**config.mk**
```make
export PLATFORM = sky130hd
export DESIGN_NAME = fetch_pc_unit
export DESIGN_NICKNAME = d
export VERILOG_FILES = /design/src/rtl/fetch_pc_pkg.sv /design/src/rtl/fetch_pc_unit_ras.sv /design/src/rtl/fetch_pc_unit.sv
export SDC_FILE = /design/constraint.sdc
export NUM_CORES = 1
export LEC_CHECK = 0
export ABC_AREA = 0
export CORE_ASPECT_RATIO = 0.5
export CORE_MARGIN = 1
export CORE_UTILIZATION = 49
export DETAILED_ROUTE_END_ITERATION = 6
export HOLD_SLACK_MARGIN = 0.08
export PLACE_DENSITY_LB_ADDON = 0.25
export SYNTH_ARGS = -nofsm -noshare
export SYNTH_HDL_FRONTEND = slang
export SYNTH_SLANG_ARGS = --single-unit
```
**constraint.sdc**
```tcl
create_clock -name clk -period 3.1 [get_ports clk]
set_input_delay 0.93 -clock clk [delete_from_list [all_inputs] [get_ports clk]]
set_output_delay 0.93 -clock clk [all_outputs]
set_load 0.1 [all_outputs]
```
**src/rtl/fetch_pc_pkg.sv**
```systemverilog
// ---------------------------------------------------------------------------
// fetch_pc_pkg
// Shared types for the fetch PC unit.
//   state_e : fetch FSM state (BOOT / RUN / HOLD)
//   src_e   : source of a redirect (NONE / ID / EX); EX outranks ID
// The ST_* constants hold the state encodings in the legacy form; the enum is
// built on them so both views agree.
// ---------------------------------------------------------------------------
package fetch_pc_pkg;

    localparam logic [1:0] ST_BOOT = 2'd0;
    localparam logic [1:0] ST_RUN  = 2'd1;
    localparam logic [1:0] ST_HOLD = 2'd2;

    typedef enum logic [1:0] {
        BOOT = ST_BOOT,
        RUN  = ST_RUN,
        HOLD = ST_HOLD
    } state_e;

    typedef enum logic [1:0] {
        NONE = 2'd0,
        ID   = 2'd1,
        EX   = 2'd2
    } src_e;

endpackage

```
**src/rtl/fetch_pc_unit_ras.sv**
```systemverilog
// ---------------------------------------------------------------------------
// fetch_ras
// Circular return-address stack. A push when full overwrites the oldest entry;
// a pop when empty is ignored and the stack stays empty.
// Ports:
//   clk, reset      : clock, asynchronous active-low reset (clears pointers)
//   push, pop       : stack operations (never both in one cycle)
//   push_data [AW]  : value pushed
//   top [AW]        : current top entry (valid only when empty=0)
//   empty           : no entries held
// Parameters: RAS_DEPTH (power of two, >=2), AW (entry width).
// ---------------------------------------------------------------------------
module fetch_ras
    import fetch_pc_pkg::*;
#(
    parameter int RAS_DEPTH = 4,
    parameter int AW        = 32
) (
    input  logic          clk,
    input  logic          reset,
    input  logic          push,
    input  logic          pop,
    input  logic [AW-1:0] push_data,
    output logic [AW-1:0] top,
    output logic          empty
);

    localparam int PW = $clog2(RAS_DEPTH);
    localparam int CW = PW + 1;

    logic [AW-1:0] mem [RAS_DEPTH];
    logic [PW-1:0] ptr;
    logic [PW-1:0] ptr_inc;
    logic [CW-1:0] count;

    assign ptr_inc = ptr + PW'(1);
    assign top     = mem[ptr];
    assign empty   = (count == '0);

    // Pointer and occupancy; the pointer wraps naturally, so a push when full
    // simply lands on the oldest slot.
    always_ff @(posedge clk or negedge reset) begin
        if (!reset) begin
            ptr   <= '0;
            count <= '0;
        end else if (push) begin
            ptr <= ptr_inc;
            if (count != CW'(RAS_DEPTH))
                count <= count + CW'(1);
        end else if (pop && !empty) begin
            ptr   <= ptr - PW'(1);
            count <= count - CW'(1);
        end
    end

    // Entry storage carries no reset; occupancy alone says what is valid.
    always_ff @(posedge clk) begin
        if (push)
            mem[ptr_inc] <= push_data;
    end

endmodule

```
**src/rtl/fetch_pc_unit.sv**
```systemverilog
// ---------------------------------------------------------------------------
// fetch_pc_unit
// Generates the word fetch address. Redirect priority: EX (taken branch or
// register jump) > ID (direct jump, or return when the stack is built) >
// sequential increment. Redirects take effect on the next edge; redirects
// arriving while stalled are held in a one-entry pending slot.
// Optional feature: define FETCH_PC_RAS_EN to build a return-address stack
// (jmp_call pushes, ret_valid pops and redirects). Without it ret_valid and
// jmp_call are ignored.
// Ports:
//   clk, reset                     : clock, asynchronous active-low reset
//   stall                          : hold the PC
//   br_valid, br_taken, br_pc, br_off : EX branch, target br_pc+1+br_off (words)
//   jr_valid, jr_reg               : EX register jump, byte address
//   jmp_valid, jmp_call, jmp_target: ID direct jump / call, word address
//   ret_valid                      : ID return hint
//   pc, pc_valid                   : fetch word address and its qualifier
//   flush_if, flush_id             : registered one-cycle kill strobes
// ---------------------------------------------------------------------------
module fetch_pc_unit
    import fetch_pc_pkg::*;
#(
    parameter int            AW        = 32,
    parameter logic [AW-1:0] RESET_PC  = '0,
    parameter int            RAS_DEPTH = 4
) (
    input  logic          clk,
    input  logic          reset,
    input  logic          stall,
    input  logic          br_valid,
    input  logic          br_taken,
    input  logic [AW-1:0] br_pc,
    input  logic [AW-1:0] br_off,
    input  logic          jr_valid,
    input  logic [AW-1:0] jr_reg,
    input  logic          jmp_valid,
    input  logic          jmp_call,
    input  logic [AW-1:0] jmp_target,
    input  logic          ret_valid,
    output logic [AW-1:0] pc,
    output logic          pc_valid,
    output logic          flush_if,
    output logic          flush_id
);

    state_e        state;
    src_e          pend_src;
    logic [AW-1:0] pend_tgt;

    logic                 active;
    logic                 br_hit;
    logic                 ex_hit;
    logic signed [AW-1:0] br_off_s;
    logic signed [AW-1:0] br_tgt_s;
    logic [AW-1:0]        ex_tgt;
    logic                 id_hit;
    logic [AW-1:0]        id_tgt;
    src_e                 new_src;
    logic [AW-1:0]        new_tgt;
    logic                 pend_load;

    assign active   = (state != BOOT);
    assign br_hit   = br_valid && br_taken;
    assign ex_hit   = br_hit || jr_valid;
    assign br_off_s = $signed(br_off);
    assign br_tgt_s = $signed(br_pc) + $signed(AW'(1)) + br_off_s;
    assign ex_tgt   = br_hit ? $unsigned(br_tgt_s) : {2'b00, jr_reg[AW-1:2]};

`ifdef FETCH_PC_RAS_EN
    logic [AW-1:0] id_pc;
    logic [AW-1:0] ras_top;
    logic          ras_empty;
    logic          ras_push;
    logic          ras_pop;
    logic          unused_ok;

    assign unused_ok = &{1'b0, jr_reg[1:0]};

    // Stack operations are only committed for an ID redirect that survives
    // arbitration; an EX redirect in the same cycle cancels them.
    always_comb begin
        id_hit   = jmp_valid;
        id_tgt   = jmp_target;
        ras_push = active && !ex_hit && jmp_valid && jmp_call;
        ras_pop  = active && !ex_hit && !jmp_valid && ret_valid && !ras_empty;
        if (!jmp_valid && ret_valid && !ras_empty) begin
            id_hit = 1'b1;
            id_tgt = ras_top;
        end
    end

    // Address of the word now in decode: the word fetched on the last advance.
    always_ff @(posedge clk) begin
        if (active && !stall)
            id_pc <= pc;
    end

    fetch_ras #(
        .RAS_DEPTH (RAS_DEPTH),
        .AW        (AW)
    ) u_ras (
        .clk       (clk),
        .reset     (reset),
        .push      (ras_push),
        .pop       (ras_pop),
        .push_data (id_pc + AW'(1)),
        .top       (ras_top),
        .empty     (ras_empty)
    );
`else
    localparam int unused_ras_depth = RAS_DEPTH;
    logic unused_ok;

    assign unused_ok = &{1'b0, jr_reg[1:0], jmp_call, ret_valid};

    always_comb begin
        id_hit = jmp_valid;
        id_tgt = jmp_target;
    end
`endif

    always_comb begin
        new_src = NONE;
        new_tgt = ex_tgt;
        if (ex_hit) begin
            new_src = EX;
            new_tgt = ex_tgt;
        end else if (id_hit) begin
            new_src = ID;
            new_tgt = id_tgt;
        end
    end

    // While stalled, an EX redirect always replaces the pending slot; an ID
    // redirect only fills it if it does not already hold an EX redirect.
    assign pend_load = active && stall &&
                       ((new_src == EX) || ((new_src == ID) && (pend_src != EX)));

    always_ff @(posedge clk or negedge reset) begin
        if (!reset) begin
            state    <= BOOT;
            pc       <= RESET_PC;
            pc_valid <= 1'b0;
            flush_if <= 1'b0;
            flush_id <= 1'b0;
            pend_src <= NONE;
        end else begin
            flush_if <= 1'b0;
            flush_id <= 1'b0;
            case (state)
                BOOT: begin
                    state    <= RUN;
                    pc_valid <= 1'b1;
                end
                default: begin
                    if (stall) begin
                        state <= HOLD;
                        if (pend_load)
                            pend_src <= new_src;
                    end else begin
                        state    <= RUN;
                        pend_src <= NONE;
                        // A fresh redirect outranks whatever was pending.
                        if (new_src != NONE) begin
                            pc       <= new_tgt;
                            flush_if <= 1'b1;
                            flush_id <= (new_src == EX);
                        end else if (pend_src != NONE) begin
                            pc       <= pend_tgt;
                            flush_if <= 1'b1;
                            flush_id <= (pend_src == EX);
                        end else begin
                            pc <= pc + AW'(1);
                        end
                    end
                end
            endcase
        end
    end

    // Pending target is payload only; pend_src says whether it is meaningful.
    always_ff @(posedge clk) begin
        if (pend_load)
            pend_tgt <= new_tgt;
    end

endmodule

```
After elaboration in Yosys (flattened, before gate mapping)
Index checks and enable logic that the tools add are counted.

Add/sub/neg operators: 3. Bitwise operators: 2. Multiplexer cells: 19. Reduce and logical (&&, ||, !) cells: 12. Equal/unequal tests: 5.

Operator list (count): $mux 32 (5); $add 32x1->32 const B (1); $add 32x2->32 const B (1); $add 32x32->32 (1); $mux 2 (5); $mux 1 (9); $reduce_bool 2->1 (3); $eq 2x2->1 const B (2); $logic_and 1x1->1 (4); $reduce_and 2->1 (2); $eq 2x1->1 const B (1); $logic_not 2->1 (1); $logic_or 1x1->1 (2); $ne 2x1->1 const B (1); $ne 2x2->1 const B (1); $not 1->1 (2).

Bits in registers: 71. Logic and storage cells: 48. Input bits: 137. Output and inout port bits: 35.

Depth between registers and ports, before layout
Gate-level depths: netlist of the first run.

Word-level depth: 9. Mapped depth: 13. Depth with buffers taken out: 13.

Least setup slack after synthesis of the first run
Ideal clock, no wire load.

Path type: input port to flip-flop. Start point: in br_pc[0]. End point: reg pc[30]. Cell stages on the path: 13. Setup time: 0.127 ns. Path slack: -0.433 ns. Path buffers: 0. Required time: 2.973 ns. Arrival time: 3.406 ns. Path through: inv_1 ha_1 inv_1 fa_1 a21oi_4 o211ai_4 a2111oi_4 o21ai_2 a221o_1 o21ai_2 xor2_1 o21ai_1 a221o_1.

Word-level cells in the longest chain between the ends: 6.

RTL lines: start: declaration (line fetch_pc_unit.sv:32) `input logic [AW-1:0] br_pc,`; $add 32x2->32 * (line fetch_pc_unit.sv:66) `assign br_tgt_s = $signed(br_pc) + $signed(AW'(1)) + br_off_s;`; $add 32x32->32 * (line fetch_pc_unit.sv:66); $mux 32 * (line fetch_pc_unit.sv:67) `assign ex_tgt = br_hit ? $unsigned(br_tgt_s) : {2'b00, jr_reg[AW-1:2]};`; $mux 32 (line fetch_pc_unit.sv:128) `end else if (id_hit) begin`; $mux 32 * (line fetch_pc_unit.sv:125) `if (ex_hit) begin`; net new_tgt[30] (line fetch_pc_unit.sv:59) `logic [AW-1:0] new_tgt;`; $mux 32 * (line fetch_pc_unit.sv:164) `if (new_src != NONE) begin`; end signal: assignment (line fetch_pc_unit.sv:165) `pc <= new_tgt;`; end signal: assignment (line fetch_pc_unit.sv:169) `pc <= pend_tgt;`; end signal: assignment (line fetch_pc_unit.sv:173) `pc <= pc + AW'(1);`; end: declaration (line fetch_pc_unit.sv:40) `output logic [AW-1:0] pc,`.

The timed path passes the listed nets; every way through them passes the cells marked *. A chain may end at the register's enable or synchronous reset.

Final worst setup path of the first run
Start point: in br_pc[27]. End point: reg pc[30].

Same word-level chain as after synthesis.

==> results.cfg, run 1 <==
[sta]
slew_headroom_pct = 36.2
fmax_mhz = 301
rsz0062_at_grt = true
finalSetupViolations = 11
period_share_pct = 107
hold_viol = 0
finClkSkew_ns = 0.0109
slew_violations = 0
max_slew.worst_pin.slew_ns = 0.957
hold_ws_ns = 0.468
worst_slack_ns = -0.223
fin_crit_ns = 3.32

[power_and_ir_drop]
p_per_area_nw_per_um2 = 491
power_mw = 4.73
irDropWorstVdd_mv = 0.313
leakage_nw = 4.06

[placement]
hpwl_um = 16700
io_buffers = 167
gp_congestion = 0.950
placed_area_um2 = 8570

[clock_network]
numCtsBuffers = 9
cts-root-buf = clkbuf_16
cts_buffer_depth = 2
path_clk_slew_ns = 0.06
cts_max_level = 3
clock_latency_ns = 0.33
cts_tree = yes
cts_sinks = 71
cts_hold_repair.buffers = 0

[detailed_routing]
drc_errors = 0
wl_per_cell_um = 20.8
ant_nets = 0
drt_wl_total_um = 25000
drtIter0Drc = 877
vias = 7535
first_pass_iters = 5
viasPerCell = 6.28

[critical_path]
critPathArrivalTime_ns = 3.53
timing.rr.start = pc[0]
r2r_cells = 8
criticalPathCategory = in -> reg
path_max_fanout = 2
r2r_end = pc[26]
reg2reg_slack_ns = 0.44
required_ns = 3.31
end_kind = flop
start_kind = primary input

[yosys]
avgSynthCellArea_um2 = 7.90
ys_ff_latch = 71
syn_inst = 746
synth_common_cells = nand2_1, a21oi_1, nor2_1
synth_ff_type = dfrtp_1
yosys.area.top_type = dfrtp_1
ys_warn_count = 0
synth_area_um2 = 5900
async_flop_share_pct = 54.9
synth.net_count = 916
ys_seq_area_share_pct = 32.9
synth_top_area_share_pct = 16.6
ys_types = 56
yosysMostFrequentCell = nand2_1
synth_area_leaders = dfrtp_1, edfxtp_1, a21oi_1
synth_edf_count = 32

[job]
cap_violations = 0

[outcome]
outcome = finished, violations left
violations = negative setup slack

[floorplan]
rows = 27
dieArea_um2 = 12500
die_x_um = 157
start_util_pct = 51.9
ios = 172
core-area_um2 = 11400
die_h_um = 79.6

[cells_and_area]
multi_input_area_um2 = 4370
area_growth_pct = 63.3
fill_cells = 661
drive_gt1_share_pct = 30.3
fin_util_pct = 84.8
seq_area_um2 = 1940
fin_area_um2 = 9630
layout.nets = 1205

[grt]
grt_pass1_wl_um = 35500
antenna_found_initial = 1
grt.total_usage_pct = 37.2
grt_pass1_vias = 6894
grt_max_degree = 40
overflow = 0

[worst_hold_path]
holdPathEnd = pc_valid
hold_class = reg -> reg
hold_depth = 1
hp-start = pc_valid
-- cell usage in the layout (no fill, tap or decap), types with 14 or more instances in the layout --
cell type,n
dfrtp_1,39
a211oi_1,22
o21ai_1,14
xor2_1,21
xnor2_1,24
and3_1,14
dlygate4sd2_1,24
a21oi_2,23
ha_4,19
buf_4,182
edfxtp_1,32
a21oi_1,63
clkdlybuf4s50_1,94
nor2_1,83
nand2_1,89
nand3_1,17
o21ai_0,50
-- kinds of logic (layout without fill, tap and decap cells) --
logic type	after synthesis	after routing	share of synthesized area [%]
flops	71	71	32.9
simple gates	258	258	19.5
mux	3	3	0.552
compound gates	270	270	28.5
buf+inv	60	354	3.86
fa+ha+maj	33	33	7.13
other cells	0	1	0
xor+xnor	51	51	7.58
-- flip-flops by register name (all words and copies together) (netlist names) --
name and cells:
pc 32, flush_if 1, pc_valid 1, flush_id 1, state 2, pend_tgt 32, pend_src 2
-- final cells by class --
class / count / share of cell area, %
clock inverter: 4 / 0.481
clock buffer: 12 / 2.46
tap: 159 / 2.07
antenna: 1 / 0.0260
sequential: 71 / 20.1
timing repair buffer: 322 / 28.6
inverter: 16 / 0.806
multi-input combinational: 615 / 45.4
-- timing repair --
item                       CTS  global route
gates resized for setup    116            65
hold endpoints to repair     0             0
setup endpoints to repair   52            40
setup buffers               16            13
pin swaps                   45            53
-- worst max-delay path: stages --
cell             delay [ns]
clkdlybuf4s50_1        0.41
ha_1                   0.31
a21o_1                 0.19
a21o_1                 0.20
a21oi_1                0.22
or3b_2                 0.50
o21ai_2                0.16
xor2_1                 0.22
o21ai_2                0.09
a221o_1                0.32
-- routing by layer --
layer	vias up	routed length, µm	GRT usage (%)
met5	-	0	0
met4	0	706	9.32
met3	87	3020	8.85
met2	583	11400	60.5
met1	3563	9870	49.7
li1	3302	-	-
-- worst max path at each step --
stage | start | end | slack (ns) | cells past startpoint
finish | br_pc[27] | pc[30] | -0.22 | 10
global route | br_pc[27] | pc[30] | -0.33 | 10
CTS | br_pc[0] | pc[30] | -0.31 | 14
detailed placement | br_off[0] | pc[30] | -1.01 | 14
global placement | br_off[0] | pc[30] | -0.91 | 14
floorplan | br_off[0] | pc[30] | -0.24 | 13
-- stage by stage --
step,setup TNS (ns),cells,worst slack (ns)
after floorplan,-0.369,746,-0.239
after global placement,-29.79,1162,-0.911
after detailed placement,-32.61,1162,-1.01
after CTS,-0.676,1191,-0.309
after global routing,-2.17,1200,-0.327
final,-0.658,1200,-0.223
-- power breakdown --
group | switching (mW) | internal, mW
clock network | 0.388 | 0.622
registers | 0.154 | 1.13
logic | 1.53 | 0.902
(Power assumes the default switching activity.)
==> run 2: changes to the inputs <==
--- a/config.mk
+++ b/config.mk
@@ -8,10 +8,11 @@
 export ABC_AREA = 0
 export CORE_ASPECT_RATIO = 0.5
 export CORE_MARGIN = 1
-export CORE_UTILIZATION = 49
+export CORE_UTILIZATION = 53
 export DETAILED_ROUTE_END_ITERATION = 6
 export HOLD_SLACK_MARGIN = 0.08
 export PLACE_DENSITY_LB_ADDON = 0.25
 export SYNTH_ARGS = -nofsm -noshare
 export SYNTH_HDL_FRONTEND = slang
 export SYNTH_SLANG_ARGS = --single-unit
+export TNS_END_PERCENT = 1
==> constraint.sdc (replaced) <==
create_clock -name clk -period 4 [get_ports clk]
set_input_delay 1.2 -clock clk [delete_from_list [all_inputs] [get_ports clk]]
set_output_delay 1.2 -clock clk [all_outputs]
set_load 0.1 [all_outputs]
==> results.cfg, run 2 (synthesis results as in run 1) <==
[outcome]
outcome = finished, violations left
violations = negative setup slack

[power_and_ir_drop]
power_mw = 3.49
p_int_mw = 2.03
irDropWorstVdd_mv = 0.232
leakage_nw = 3.44
sw_frac_of_total_pct = 41.9
switchingPower_mw = 1.46
p_per_area_nw_per_um2 = 420
p_comb_share_pct = 45.2
power_frac_clock_pct = 26.3
p_seq_share_pct = 28.4

[grt]
grt_pass1_wl_um = 32300
overflow = 0
grt_pass1_vias = 6442
antenna_found_initial = 0
grt_max_degree = 53
grt.total_usage_pct = 36.0

[detailed_routing]
ant_nets = 0
first_pass_iters = 5
wl_per_cell_um = 18.4
viasPerCell = 6.08
vias = 6614
drc_errors = 0
drt_wl_total_um = 20000
drtIter0Drc = 711

[critical_path]
path_buf_inv = 3
r2r_end = pc[26]
timing.rr.start = pc[0]
critPathArrivalTime_ns = 4.22
end_kind = flop
max_stage_delay_ns = 0.40
r2r_cells = 8
required_ns = 4.22
critPathLaunch = br_off[0]
criticalPathCategory = in -> reg
path_max_fanout = 3
cp.depth = 14
reg2reg_slack_ns = 1.27
critPathTopFamily = compound AO/OA/AOI/OAI gates
crit_chain = clkdlybuf4s50_1, inv_1, ha_1, inv_1, fa_2, a21oi_4, o211ai_4, a2111oi_4, o21ai_2, a221o_1, o21ai_2, xor2_1, o21ai_1, a221o_1
start_kind = primary input
crit_slowest_cell = clkdlybuf4s50_1

[worst_hold_path]
hold_depth = 1
hold_class = reg -> reg
hp-start = pc_valid
holdPathEnd = pc_valid

[sta]
max_slew.worst_pin.slew_ns = 1.10
finClkSkew_ns = 0.00589
slew_violations = 0
fin_crit_ns = 4.01
rsz0062_at_grt = true
worst_slack_ns = -0.00813
hold_ws_ns = 0.464
hold_viol = 0
slew_headroom_pct = 26.3
fmax_mhz = 249
period_share_pct = 100
finalSetupViolations = 1

[clock_network]
numCtsBuffers = 9
cts_hold_repair.buffers = 0
cts_tree = yes
cts_buffer_depth = 2
cts_max_level = 3
clock_latency_ns = 0.33
path_clk_slew_ns = 0.06
cts-root-buf = clkbuf_16
cts_sinks = 71

[cells_and_area]
antenna_cells = 0
multi_input_area_um2 = 3750
drive_gt1_share_pct = 13.6
area_growth_pct = 41.3
seq_area_um2 = 1940
top_regs = pc x32, pend_tgt x32
fin_area_um2 = 8330
layout_common_cells = clkdlybuf4s50_1, nand2_1, buf_4, a21oi_1, nor2_1
fin_util_pct = 79.3
final_common_cell = clkdlybuf4s50_1
fill_cells = 714
layout.nets = 1112

[floorplan]
start_util_pct = 56.1
die_h_um = 76.6
die_x_um = 151
core-area_um2 = 10500
dieArea_um2 = 11600
rows = 26
ios = 172

[placement]
hpwl_um = 15200
gp_congestion = 0.972
io_buffers = 167
pre_cts_ws_ns = -0.449
placed_area_um2 = 7970

[job]
cap_violations = 0
[run 2: cell types whose count changed in the layout (fill, tap and decap cells not counted), sizes merged]
cell	previous run	this run
dlygate4sd2	24	0
bufinv	1	2
clkbuf	15	12
clkdlybuf4s50	94	136
clkinv	3	2
dlymetal6s2s	6	0
clkdlybuf4s15	2	0
buf	193	93
diode	1	0
[run 2: final cells by class]
class | instances | share of cell area [%]
clock buffer | 12 | 3.34
inverter | 16 | 0.721
multi-input combinational | 615 | 45.0
sequential | 71 | 23.3
timing repair buffer | 229 | 24.7
tap | 140 | 2.10
clock inverter | 4 | 0.886
[run 2: worst max-delay path by stage]
stage,slack (ns),to
finish,-0.008,pc[30]
detailed placement,-0.45,pc[14]
global placement,-0.36,pc[30]
CTS,0.01,pc[30]
floorplan,0.20,pc[30]
global route,-0.13,pc[30]
[run 2: worst reg2reg max path, cell delays in order (launching register included)]
cell and delay [ns]:
dfrtp_1 0.46, ha_1 0.27, nand4_1 0.21, nor2b_1 0.41, and3_1 0.37, nand2_1 0.17
or3_1 0.33, a311oi_1 0.28, a221o_1 0.16
[run 2: repair_timing]
action,CTS,global route
resized for setup,1,7
endpoints found under the setup margin,4,11
setup buffers,0,0
pin swaps,3,0
cloned,0,0
[run 2: power groups by stage]
stage | Sequential, mW | Combinational (mW) | Clock (mW)
2_1_floorplan | 1.45 | 0.569 | 0
3_3_place_gp | 0.996 | 1.51 | 0
3_5_place_dp | 1.00 | 1.54 | 0
4_1_cts | 0.991 | 1.56 | 0.919
5_1_grt | 1.01 | 1.68 | 0.952
6_report | 0.993 | 1.58 | 0.920
[run 2: layer usage]
metal,GRT usage (%),up-vias,part of all wire (%)
li1,-,3116,-
met1,49.0,3027,41
met2,55.2,419,44
met3,9.34,52,13
met4,12.0,0,2.5
met5,0,-,0
[run 2: stage by stage]
stage          TNS (ns)  std cells
2_1_floorplan         0        746
3_3_place_gp      -2.89       1071
3_5_place_dp      -4.50       1071
4_1_cts               0       1087
5_1_grt          -0.132       1087
6_report       -0.00813       1087
